[src/rtl/fetch_unit_pkg.sv]
// Shared core definitions for the RV32I front end: word width, reset PC,
// the buffered fetch entry type and a PC alignment helper.
package fetch_unit_pkg;

  localparam int XLEN = 32;
  localparam logic [XLEN-1:0] RESET_PC_DEFAULT = 32'h0000_0000;
  localparam logic [XLEN-1:0] INSN_NOP = 32'h0000_0013;

  typedef struct packed {
    logic [XLEN-1:0] pc;
    logic [XLEN-1:0] instr;
  } fetch_entry_t;

  // Instruction fetches are always word aligned; low address bits are dropped.
  function automatic logic [XLEN-1:0] align_pc(input logic [XLEN-1:0] pc);
    return pc & ~XLEN'(3);
  endfunction

endpackage

[src/rtl/fetch_fifo.sv]
// Small in-order FIFO of {pc, instr} entries with push, pop, flush and an
// occupancy count. The head is presented combinationally and reads as zero when empty.
module fetch_fifo
  import fetch_unit_pkg::*;
#(
  parameter int DEPTH = 4
) (
  input  logic                          clk,
  input  logic                          reset,
  input  logic                          flush,
  input  logic                          push,
  input  fetch_entry_t                  push_entry,
  input  logic                          pop,
  output fetch_entry_t                  head,
  output logic [$clog2(DEPTH):0]        count,
  output logic                          valid
);

  localparam int AW = $clog2(DEPTH);
  localparam int CW = AW + 1;

  fetch_entry_t   mem [DEPTH];
  logic [AW-1:0]  rd_ptr_reg;
  logic [AW-1:0]  wr_ptr_reg;
  logic [CW-1:0]  count_reg;
  logic           do_push;
  logic           do_pop;

  assign do_pop  = pop && (count_reg != '0);
  // A full FIFO still accepts a push when the head leaves in the same cycle.
  assign do_push = push && ((count_reg != CW'(DEPTH)) || do_pop);

  always_ff @(posedge clk or posedge reset) begin
    if (reset) begin
      rd_ptr_reg <= '0;
      wr_ptr_reg <= '0;
      count_reg  <= '0;
    end else if (flush) begin
      rd_ptr_reg <= '0;
      wr_ptr_reg <= '0;
      count_reg  <= '0;
    end else begin
      if (do_push) begin
        wr_ptr_reg <= wr_ptr_reg + AW'(1);
      end
      if (do_pop) begin
        rd_ptr_reg <= rd_ptr_reg + AW'(1);
      end
      count_reg <= count_reg + CW'(do_push) - CW'(do_pop);
    end
  end

  always_ff @(posedge clk) begin
    if (do_push && !flush) begin
      mem[wr_ptr_reg] <= push_entry;
    end
  end

  assign valid = (count_reg != '0);
  assign count = count_reg;
  assign head  = valid ? mem[rd_ptr_reg] : '0;

endmodule

[src/rtl/fetch_unit.sv]
// Instruction fetch stage: issues word requests under a credit limit, buffers
// in-order responses, and discards in-flight words after a redirect.
module fetch_unit
  import fetch_unit_pkg::*;
#(
  parameter logic [XLEN-1:0] RESET_PC = RESET_PC_DEFAULT,
  parameter int              DEPTH    = 4
) (
  input  logic            clk,
  input  logic            reset,
  output logic            imem_req_valid,
  input  logic            imem_req_ready,
  output logic [XLEN-1:0] imem_req_addr,
  input  logic            imem_rsp_valid,
  input  logic [XLEN-1:0] imem_rsp_data,
  input  logic            redirect_valid,
  input  logic [XLEN-1:0] redirect_pc,
  output logic            inst_valid,
  input  logic            inst_ready,
  output logic [XLEN-1:0] inst,
  output logic [XLEN-1:0] inst_pc
);

  localparam int CW = $clog2(DEPTH) + 1;

  logic [XLEN-1:0] fetch_pc_reg, fetch_pc_next;
  logic [XLEN-1:0] rsp_pc_reg, rsp_pc_next;
  logic [CW-1:0]   outstanding_reg, outstanding_next;
  logic [CW-1:0]   drop_cnt_reg, drop_cnt_next;
  logic [CW-1:0]   fifo_count;
  logic [CW:0]     in_use;
  logic            req_fire;
  logic            rsp_live;
  logic            rsp_keep;
  logic            pop_fire;
  logic [XLEN-1:0] target_pc;
  fetch_entry_t    push_entry;
  fetch_entry_t    head_entry;

  // Credit: in-flight plus buffered words never exceed the FIFO size.
  assign in_use         = {1'b0, outstanding_reg} + {1'b0, fifo_count};
  assign imem_req_valid = !reset && (in_use < (CW + 1)'(DEPTH));
  assign imem_req_addr  = fetch_pc_reg;

  assign req_fire  = imem_req_valid && imem_req_ready;
  assign rsp_live  = imem_rsp_valid && (outstanding_reg != '0);
  assign rsp_keep  = rsp_live && (drop_cnt_reg == '0) && !redirect_valid;
  assign pop_fire  = inst_valid && inst_ready;
  assign target_pc = align_pc(redirect_pc);

  assign push_entry.pc    = rsp_pc_reg;
  assign push_entry.instr = imem_rsp_data;

  always_comb begin
    outstanding_next = outstanding_reg + CW'(req_fire) - CW'(rsp_live);
    fetch_pc_next    = fetch_pc_reg;
    rsp_pc_next      = rsp_pc_reg;
    drop_cnt_next    = drop_cnt_reg;
    if (redirect_valid) begin
      // Every request still in flight after this edge belongs to the old path.
      fetch_pc_next = target_pc;
      rsp_pc_next   = target_pc;
      drop_cnt_next = outstanding_next;
    end else begin
      if (req_fire) begin
        fetch_pc_next = fetch_pc_reg + XLEN'(4);
      end
      if (rsp_keep) begin
        rsp_pc_next = rsp_pc_reg + XLEN'(4);
      end
      if (rsp_live && (drop_cnt_reg != '0)) begin
        drop_cnt_next = drop_cnt_reg - CW'(1);
      end
    end
  end

  always_ff @(posedge clk or posedge reset) begin
    if (reset) begin
      fetch_pc_reg    <= RESET_PC;
      rsp_pc_reg      <= RESET_PC;
      outstanding_reg <= '0;
      drop_cnt_reg    <= '0;
    end else begin
      fetch_pc_reg    <= fetch_pc_next;
      rsp_pc_reg      <= rsp_pc_next;
      outstanding_reg <= outstanding_next;
      drop_cnt_reg    <= drop_cnt_next;
    end
  end

  fetch_fifo #(
    .DEPTH(DEPTH)
  ) u_fifo (
    .clk       (clk),
    .reset     (reset),
    .flush     (redirect_valid),
    .push      (rsp_keep),
    .push_entry(push_entry),
    .pop       (pop_fire),
    .head      (head_entry),
    .count     (fifo_count),
    .valid     (inst_valid)
  );

  assign inst    = head_entry.instr;
  assign inst_pc = head_entry.pc;

endmodule
[config.mk]
export PLATFORM = sky130hd
export DESIGN_NAME = fetch_unit
export DESIGN_NICKNAME = d
export VERILOG_FILES = /design/src/rtl/fetch_unit_pkg.sv /design/src/rtl/fetch_fifo.sv /design/src/rtl/fetch_unit.sv
export SDC_FILE = /design/constraint.sdc
export NUM_CORES = 1
export LEC_CHECK = 0
export ABC_AREA = 1
export BUFFER_PORTS_ARGS = -buffer_cell sky130_fd_sc_hd__buf_2
export CAP_MARGIN = 20
export CORE_MARGIN = 3
export CORE_UTILIZATION = 53
export DETAILED_ROUTE_END_ITERATION = 10
export GPL_ROUTABILITY_DRIVEN = 0
export PLACE_DENSITY = 0.79
export RECOVER_POWER = 25
export SLEW_MARGIN = 10
export SYNTH_ARGS = -nofsm -noshare
export SYNTH_HDL_FRONTEND = slang
export SYNTH_SLANG_ARGS = --single-unit
[constraint.sdc]
create_clock -name clk -period 4.5 [get_ports clk]
set_input_delay 0.225 -clock clk [delete_from_list [all_inputs] [get_ports clk]]
set_output_delay 0.225 -clock clk [all_outputs]
set_load 0.01 [all_outputs]
==> run_summary.xml, run 1 <==
<?xml version="1.0" encoding="UTF-8"?>
<metrics>
  <group name="global_route">
    <metric name="gr-total-overflow" unit="">0</metric>
    <metric name="largest_net_degree_at_the_start_of_global_routing" unit="">84</metric>
    <metric name="track_usage" unit="">0.233</metric>
    <metric name="number_of_antenna_violations_at_the_first_check_in_global_routing" unit="">1</metric>
    <metric name="grt_first_pass_wirelength" unit="mm">54.5</metric>
    <metric name="via_count_of_the_first_global_routing_pass" unit="">11028</metric>
  </group>
  <group name="worst_hold_path">
    <metric name="min_delay_path_depth" unit="">3</metric>
    <metric name="worstHoldStart" unit="">redirect_pc[8]</metric>
    <metric name="hold_path.class" unit="">in2reg</metric>
    <metric name="hold_end" unit="">rsp_pc_reg[8]</metric>
  </group>
  <group name="power_and_ir_drop">
    <metric name="worst_ir_drop_vdd" unit="mV">0.391</metric>
    <metric name="cellLeakagePower" unit="µW">0.00680</metric>
    <metric name="cellPowerDensity" unit="nW/µm²">532</metric>
    <metric name="total_power" unit="µW">9120</metric>
  </group>
  <group name="sta">
    <metric name="finalWorstSetupSlack" unit="ps">1130</metric>
    <metric name="finalMaxSlewViolations" unit="">0</metric>
    <metric name="fmax" unit="MHz">297</metric>
    <metric name="finalCritPeriodShare" unit="">0.749</metric>
    <metric name="maxSlewHeadroom" unit="">0.387</metric>
    <metric name="hold_ws" unit="ps">12.7</metric>
    <metric name="setup_viol" unit="">0</metric>
    <metric name="finalCriticalPeriod" unit="ps">3370</metric>
    <metric name="clock-skew-final" unit="ps">22.7</metric>
    <metric name="final_hold_viol_count" unit="">0</metric>
    <metric name="final.setup.tns" unit="ps">0</metric>
    <metric name="unrepaired_setup_endpoints_after_global_routing" unit="">false</metric>
    <metric name="worst_slew_pin_slew" unit="ps">920</metric>
  </group>
  <group name="logic_synthesis">
    <metric name="mappedNetlistArea" unit="µm²">14600</metric>
    <metric name="synthDominantCellAreaShare" unit="">0.511</metric>
    <metric name="synth_edf_count" unit="">248</metric>
    <metric name="synth_flop_type" unit="">sky130_fd_sc_hd__edfxtp_1</metric>
    <metric name="distinct_cell_type_count_after_synthesis" unit="">36</metric>
    <metric name="area_contributors_post_synth" unit="">sky130_fd_sc_hd__edfxtp_1, sky130_fd_sc_hd__dfrtp_1, sky130_fd_sc_hd__nor2_1</metric>
    <metric name="yosysSeqAreaShare" unit="">0.637</metric>
    <metric name="synth_area_leader_cell" unit="">sky130_fd_sc_hd__edfxtp_1</metric>
    <metric name="synthesis.instances" unit="">1476</metric>
    <metric name="yosys.cell_count.top_type" unit="">sky130_fd_sc_hd__nor2_1</metric>
    <metric name="synth_top_cells_by_count" unit="">sky130_fd_sc_hd__nor2_1, sky130_fd_sc_hd__edfxtp_1, sky130_fd_sc_hd__nand2_1, sky130_fd_sc_hd__o21ai_0, sky130_fd_sc_hd__inv_1</metric>
    <metric name="post_synth.cell_area_avg" unit="µm²">9.87</metric>
    <metric name="yosys_register_bits" unit="">321</metric>
    <metric name="synthesis.yosys.warnings" unit="">0</metric>
    <metric name="synth_async_sr_flop_share" unit="">0.227</metric>
  </group>
  <group name="detailed_routing">
    <metric name="routedWlPerCell" unit="µm">17.2</metric>
    <metric name="detailroute.via_count" unit="">11418</metric>
    <metric name="route.detailed.drc" unit="">0</metric>
    <metric name="route.antenna.remaining_nets" unit="">0</metric>
    <metric name="drt_iter0_markers" unit="">1170</metric>
    <metric name="viasPerCell" unit="">5.62</metric>
    <metric name="wl" unit="mm">34.9</metric>
    <metric name="drt_first_pass_iters" unit="">5</metric>
  </group>
  <group name="critical_path">
    <metric name="r2r_slack" unit="ps">1800</metric>
    <metric name="timing.critical_path.slowest_cell_delay" unit="ps">680</metric>
    <metric name="worst-endpoint-required" unit="ps">4280</metric>
    <metric name="critPathLaunchType" unit="">flop</metric>
    <metric name="end_kind" unit="">primary output</metric>
    <metric name="cp_cell_sequence" unit="">inv_2, buf_4, o21ai_0, a21oi_1, buf_2</metric>
    <metric name="cp_top_family" unit="">buffers and inverters</metric>
    <metric name="crit-reg2reg-launch" unit="">outstanding_reg[2]</metric>
    <metric name="worst-path-max-fanout" unit="">83</metric>
    <metric name="r2r_cells" unit="">15</metric>
    <metric name="cp_data_arrival_time" unit="ps">3140</metric>
    <metric name="worst_r2r_endpoint" unit="">drop_cnt_reg[2]</metric>
    <metric name="crit_type" unit="">reg2out</metric>
    <metric name="critical-path-slowest-cell" unit="">sky130_fd_sc_hd__dfrtp_4</metric>
    <metric name="timing.critical_path.buf_inv" unit="">3</metric>
  </group>
  <group name="clocking">
    <metric name="tritoncts" unit="">done</metric>
    <metric name="clock_root_buffer" unit="">sky130_fd_sc_hd__clkbuf_16</metric>
    <metric name="clock_insertion_delay_worst_skew" unit="ps">520</metric>
    <metric name="cts_made_buffers" unit="">34</metric>
    <metric name="cts_max_path_buffers" unit="">3</metric>
    <metric name="clock_transition_at_the_registers_of_the_reported_paths" unit="ps">60</metric>
    <metric name="cts_htree_levels" unit="">2</metric>
    <metric name="cts_num_sinks" unit="">321</metric>
  </group>
  <group name="floorplan">
    <metric name="initial_core_util" unit="">0.541</metric>
    <metric name="coreArea" unit="µm²">27000</metric>
    <metric name="total_number_of_placement_rows" unit="">60</metric>
    <metric name="boundaryPins" unit="">168</metric>
    <metric name="die_height" unit="µm">172</metric>
    <metric name="die_area" unit="µm²">29500</metric>
    <metric name="horizontal_die_dimension" unit="µm">172</metric>
  </group>
  <group name="layout">
    <metric name="largest_reg_flops" unit="">248</metric>
    <metric name="final_cells" unit="">2031</metric>
    <metric name="antenna_cells_inserted" unit="">0</metric>
    <metric name="area_growth" unit="%">17.7</metric>
    <metric name="number_of_nets_in_the_final_layout" unit="">1750</metric>
    <metric name="share_of_cells_above_drive_strength_1" unit="">0.134</metric>
  </group>
  <group name="placed_design">
    <metric name="detailedPlace.worstSlack" unit="ps">1670</metric>
    <metric name="place.detailed.hpwl" unit="mm">20.8</metric>
    <metric name="port_buffers" unit="">161</metric>
    <metric name="place_inst" unit="">1927</metric>
  </group>
  <group name="outcome">
    <metric name="run_status" unit="">complete, no violations</metric>
  </group>
  <group name="job">
    <metric name="drv_cap" unit="">0</metric>
  </group>
</metrics>
[worst min-delay path, cell delays in order]
cell and delay [ps]:
sky130_fd_sc_hd__buf_2 80, sky130_fd_sc_hd__nand2_1 80, sky130_fd_sc_hd__o211ai_1 100
[where the power goes]
group | total (µW) | switching [µW] | internal [µW]
Sequential | 3840 | 337 | 3500
Clock | 2680 | 1130 | 1550
Combinational | 2600 | 1710 | 887
[stage by stage]
stage                      util  area, µm²
after floorplan               -      14600
after global placement    0.582      15700
after detailed placement  0.582      15700
after CTS                 0.638      17200
after global routing      0.636      17100
final                     0.636      17100
[layer usage]
metal / global-route usage / part of all wire
met1: 0.301 / 0.41
met2: 0.389 / 0.47
met3: 0.0501 / 0.096
met4: 0.0878 / 0.024
met5: 0 / 0
[area by class of cell]
class	count	area, µm²
clock inverter	20	165
timing repair buffer	216	1330
sequential	321	9280
tap	341	427
multi-input combinational	989	4660
inverter	102	383
fill	2041	9810
clock buffer	42	902
[worst max path at each step]
stage / start / depth (start not counted) / endpoint / slack (ps)
global placement: u_fifo.rd_ptr_reg[0] / 5 / inst[0] / 1710
global route: u_fifo.rd_ptr_reg[0] / 5 / inst[11] / 900
CTS: u_fifo.rd_ptr_reg[0] / 5 / inst_pc[7] / 1140
floorplan: drop_cnt_reg[0] / 6 / u_fifo.mem[0][0] / 290
detailed placement: u_fifo.rd_ptr_reg[0] / 5 / inst_pc[7] / 1670
finish: u_fifo.rd_ptr_reg[0] / 5 / inst[11] / 1130
[cells by family after synthesis]
kind of cell / Yosys count / synth area share
other: 1 / 0.000257
DFF: 321 / 0.637
adders and majority gates: 16 / 0.0148
xor gates and xnor gates: 16 / 0.00962
buffers and inverters: 169 / 0.0467
and+or+nand+nor: 685 / 0.196
AOI/OAI and AO/OA: 268 / 0.0956
[layout by cell type, fill, tap and decap left out, types with 18 or more instances in the layout]
master / Yosys / routed
sky130_fd_sc_hd__nand2_1: 240 / 240
sky130_fd_sc_hd__buf_2: 19 / 129
sky130_fd_sc_hd__edfxtp_1: 248 / 248
sky130_fd_sc_hd__dfrtp_1: 73 / 71
sky130_fd_sc_hd__inv_1: 97 / 96
sky130_fd_sc_hd__dlygate4sd3_1: 0 / 42
sky130_fd_sc_hd__a21oi_1: 79 / 79
sky130_fd_sc_hd__clkbuf_16: 0 / 35
sky130_fd_sc_hd__nand3_1: 61 / 61
sky130_fd_sc_hd__nor3_1: 18 / 18
sky130_fd_sc_hd__o21ai_0: 163 / 163
sky130_fd_sc_hd__clkbuf_1: 32 / 39
sky130_fd_sc_hd__nor2_1: 319 / 315
[repair_timing]
| item | CTS | global route |
|---|---|---|
| resized for setup | 0 | 0 |
| hold endpoints to repair | 179 | 0 |
| setup buffers | 0 | 0 |
| hold buffers | 42 | 0 |
| endpoints found under the setup margin | 0 | 0 |
Power figures use the tool's default switching activity.
==> run 2: changes to the inputs <==
- clock period: 4.5 -> 2.7 ns (I/O delays scaled with it)
==> run 2 against run 1 <==
Routed wire length rose by 3.4%. Sequential power rose by 65%. Worst setup slack got worse by 1000 ps. Critical path type is now reg2reg. Count of clock-buffer cells in the layout rose by 3. Total power rose by 69%. Sequential share of layout area fell by 1.1 points. Cell area rose by 2.0%. Clock power rose by 68%. Global-route usage rose by 0.86 points. Via count rose by 0.37%.
==> run_summary.xml, run 2 (synthesis gave the netlist of run 1 again) <==
<?xml version="1.0" encoding="UTF-8"?>
<metrics>
  <group name="power_and_ir_drop">
    <metric name="clock_power_share" unit="">0.293</metric>
    <metric name="switching_share" unit="">0.343</metric>
    <metric name="comb_power_share" unit="">0.296</metric>
    <metric name="power_frac_seq" unit="">0.411</metric>
    <metric name="cellLeakagePower" unit="µW">0.00696</metric>
    <metric name="total_power" unit="µW">15400</metric>
    <metric name="total_switching_power" unit="µW">5290</metric>
    <metric name="worst_ir_drop_vdd" unit="mV">0.484</metric>
    <metric name="intPower" unit="µW">10100</metric>
    <metric name="cellPowerDensity" unit="nW/µm²">881</metric>
  </group>
  <group name="floorplan">
    <metric name="boundaryPins" unit="">168</metric>
    <metric name="die_height" unit="µm">172</metric>
    <metric name="total_number_of_placement_rows" unit="">60</metric>
    <metric name="die_area" unit="µm²">29500</metric>
    <metric name="coreArea" unit="µm²">27000</metric>
    <metric name="initial_core_util" unit="">0.541</metric>
    <metric name="horizontal_die_dimension" unit="µm">172</metric>
  </group>
  <group name="layout">
    <metric name="share_of_cells_above_drive_strength_1" unit="">0.138</metric>
    <metric name="mostFrequentLayoutCell" unit="">sky130_fd_sc_hd__nor2_1</metric>
    <metric name="finish.instance_area" unit="µm²">17500</metric>
    <metric name="antenna_cells_inserted" unit="">0</metric>
    <metric name="area_growth" unit="%">20.0</metric>
    <metric name="number_of_nets_in_the_final_layout" unit="">1782</metric>
    <metric name="largest_reg_flops" unit="">248</metric>
    <metric name="mostFrequentLayoutCells" unit="">sky130_fd_sc_hd__nor2_1, sky130_fd_sc_hd__edfxtp_1, sky130_fd_sc_hd__nand2_1, sky130_fd_sc_hd__o21ai_0, sky130_fd_sc_hd__buf_2</metric>
  </group>
  <group name="critical_path">
    <metric name="worst_r2r_endpoint" unit="">drop_cnt_reg[2]</metric>
    <metric name="critPathLaunchType" unit="">flop</metric>
    <metric name="critical_path.endpoint" unit="">drop_cnt_reg[2]</metric>
    <metric name="r2r_cells" unit="">15</metric>
    <metric name="r2r_slack" unit="ps">120</metric>
    <metric name="crit-reg2reg-launch" unit="">outstanding_reg[2]</metric>
    <metric name="crit_type" unit="">reg2reg</metric>
    <metric name="cp_data_arrival_time" unit="ps">2970</metric>
    <metric name="worst-endpoint-required" unit="ps">3090</metric>
    <metric name="end_kind" unit="">flop</metric>
    <metric name="worst-path-max-fanout" unit="">8</metric>
    <metric name="critical_path.startpoint" unit="">outstanding_reg[2]</metric>
  </group>
  <group name="placed_design">
    <metric name="place.detailed.hpwl" unit="mm">21.9</metric>
    <metric name="dpl-instance-area" unit="µm²">15900</metric>
    <metric name="port_buffers" unit="">161</metric>
  </group>
  <group name="sta">
    <metric name="finalMaxSlewViolations" unit="">0</metric>
    <metric name="unrepaired_setup_endpoints_after_global_routing" unit="">true</metric>
    <metric name="worst_slew_pin_slew" unit="ps">849</metric>
    <metric name="final_hold_viol_count" unit="">0</metric>
    <metric name="fmax" unit="MHz">387</metric>
    <metric name="clock-skew-final" unit="ps">18.5</metric>
    <metric name="final.setup.tns" unit="ps">0</metric>
    <metric name="finalCriticalPeriod" unit="ps">2580</metric>
    <metric name="finalCritPeriodShare" unit="">0.956</metric>
    <metric name="setup_viol" unit="">0</metric>
    <metric name="maxSlewHeadroom" unit="">0.434</metric>
  </group>
  <group name="detailed_routing">
    <metric name="route.detailed.drc" unit="">0</metric>
    <metric name="drt_iter0_markers" unit="">1072</metric>
    <metric name="routedWlPerCell" unit="µm">17.5</metric>
    <metric name="detailroute.via_count" unit="">11460</metric>
    <metric name="wl" unit="mm">36.1</metric>
    <metric name="viasPerCell" unit="">5.56</metric>
    <metric name="drt_first_pass_iters" unit="">5</metric>
    <metric name="route.antenna.remaining_nets" unit="">0</metric>
  </group>
  <group name="worst_hold_path">
    <metric name="hold_path.class" unit="">in2reg</metric>
  </group>
  <group name="outcome">
    <metric name="run_status" unit="">complete, no violations</metric>
  </group>
  <group name="global_route">
    <metric name="number_of_antenna_violations_at_the_first_check_in_global_routing" unit="">0</metric>
    <metric name="gr-total-overflow" unit="">0</metric>
    <metric name="grt_first_pass_wirelength" unit="mm">56.5</metric>
    <metric name="largest_net_degree_at_the_start_of_global_routing" unit="">127</metric>
    <metric name="via_count_of_the_first_global_routing_pass" unit="">11223</metric>
    <metric name="track_usage" unit="">0.241</metric>
  </group>
  <group name="clocking">
    <metric name="clock_insertion_delay_worst_skew" unit="ps">510</metric>
    <metric name="tritoncts" unit="">done</metric>
    <metric name="clock_root_buffer" unit="">sky130_fd_sc_hd__clkbuf_16</metric>
    <metric name="cts_made_buffers" unit="">34</metric>
    <metric name="cts_htree_levels" unit="">2</metric>
    <metric name="cts_max_path_buffers" unit="">3</metric>
    <metric name="cts_num_sinks" unit="">321</metric>
    <metric name="clock_transition_at_the_registers_of_the_reported_paths" unit="ps">60</metric>
  </group>
  <group name="job">
    <metric name="drv_cap" unit="">0</metric>
  </group>
</metrics>
-- run 2: layer usage --
metal,part of all wire,routed length (µm),track usage,vias to the layer above
met2,0.48,17400,0.408,602
met5,0,0,0,-
met1,0.41,14800,0.324,5386
li1,-,-,-,5417
met4,0.021,757,0.0725,0
met3,0.089,3230,0.0409,55
-- run 2: through the flow --
stage          hold WS, ps  cells  setup slack, ps   util
2_1_floorplan          234   1479             -515      -
3_3_place_gp           170   1939              185  0.588
3_5_place_dp           169   1939             96.7  0.588
4_1_cts              0.304   2058             69.1  0.649
5_1_grt               25.8   2061            -23.8  0.649
6_report              32.1   2061              119  0.649
-- run 2: how the worst min path moves through the flow --
stage	startpoint	to	slack, ps	depth (start not counted)
final	redirect_pc[21]	rsp_pc_reg[21]	30	4
after global placement	reset	u_fifo.count[1]	170	2
after detailed placement	reset	u_fifo.count[0]	170	2
after CTS	redirect_pc[21]	imem_req_addr[21]	0.3	5
after floorplan	imem_rsp_data[0]	u_fifo.mem[0][0]	230	0
after global routing	redirect_pc[28]	imem_req_addr[28]	30	5
-- run 2: timing repair --
item,CTS,global route
endpoints found under the setup margin,0,2
hold buffers,59,0
resized for setup,0,2
hold endpoints to repair,207,0
buffers inserted,0,3
-- run 2: power groups by stage --
| stage | Sequential (µW) | Combinational, µW | Clock [µW] |
|---|---|---|---|
| 2_1_floorplan | 6290 | 2770 | 0 |
| 3_3_place_gp | 6390 | 4310 | 0 |
| 3_5_place_dp | 6420 | 4440 | 0 |
| 4_1_cts | 6330 | 4540 | 4570 |
| 5_1_grt | 6390 | 5070 | 4770 |
| 6_report | 6340 | 4560 | 4510 |
-- run 2: worst max-delay path: stages (launching register included) --
cell	delay, ps
sky130_fd_sc_hd__dfrtp_1	400
sky130_fd_sc_hd__ha_1	290
sky130_fd_sc_hd__nor2_1	110
sky130_fd_sc_hd__nand2_1	100
sky130_fd_sc_hd__nor2_4	130
sky130_fd_sc_hd__nand2_4	100
sky130_fd_sc_hd__ha_1	290
sky130_fd_sc_hd__inv_1	60
sky130_fd_sc_hd__ha_1	130
sky130_fd_sc_hd__inv_1	50
sky130_fd_sc_hd__fa_1	380
sky130_fd_sc_hd__xnor2_1	150
sky130_fd_sc_hd__nand2_1	60
sky130_fd_sc_hd__o21ai_0	80
sky130_fd_sc_hd__nand2_1	80
sky130_fd_sc_hd__o21ai_0	70
-- run 2: layout make-up --
type | count | area (µm²)
Fill cell | 2013 | 9460
Sequential cell | 321 | 9280
Inverter | 102 | 383
Timing Repair Buffer | 248 | 1680
Clock inverter | 15 | 150
Tap cell | 341 | 427
Clock buffer | 45 | 913
Multi-Input combinational cell | 989 | 4660
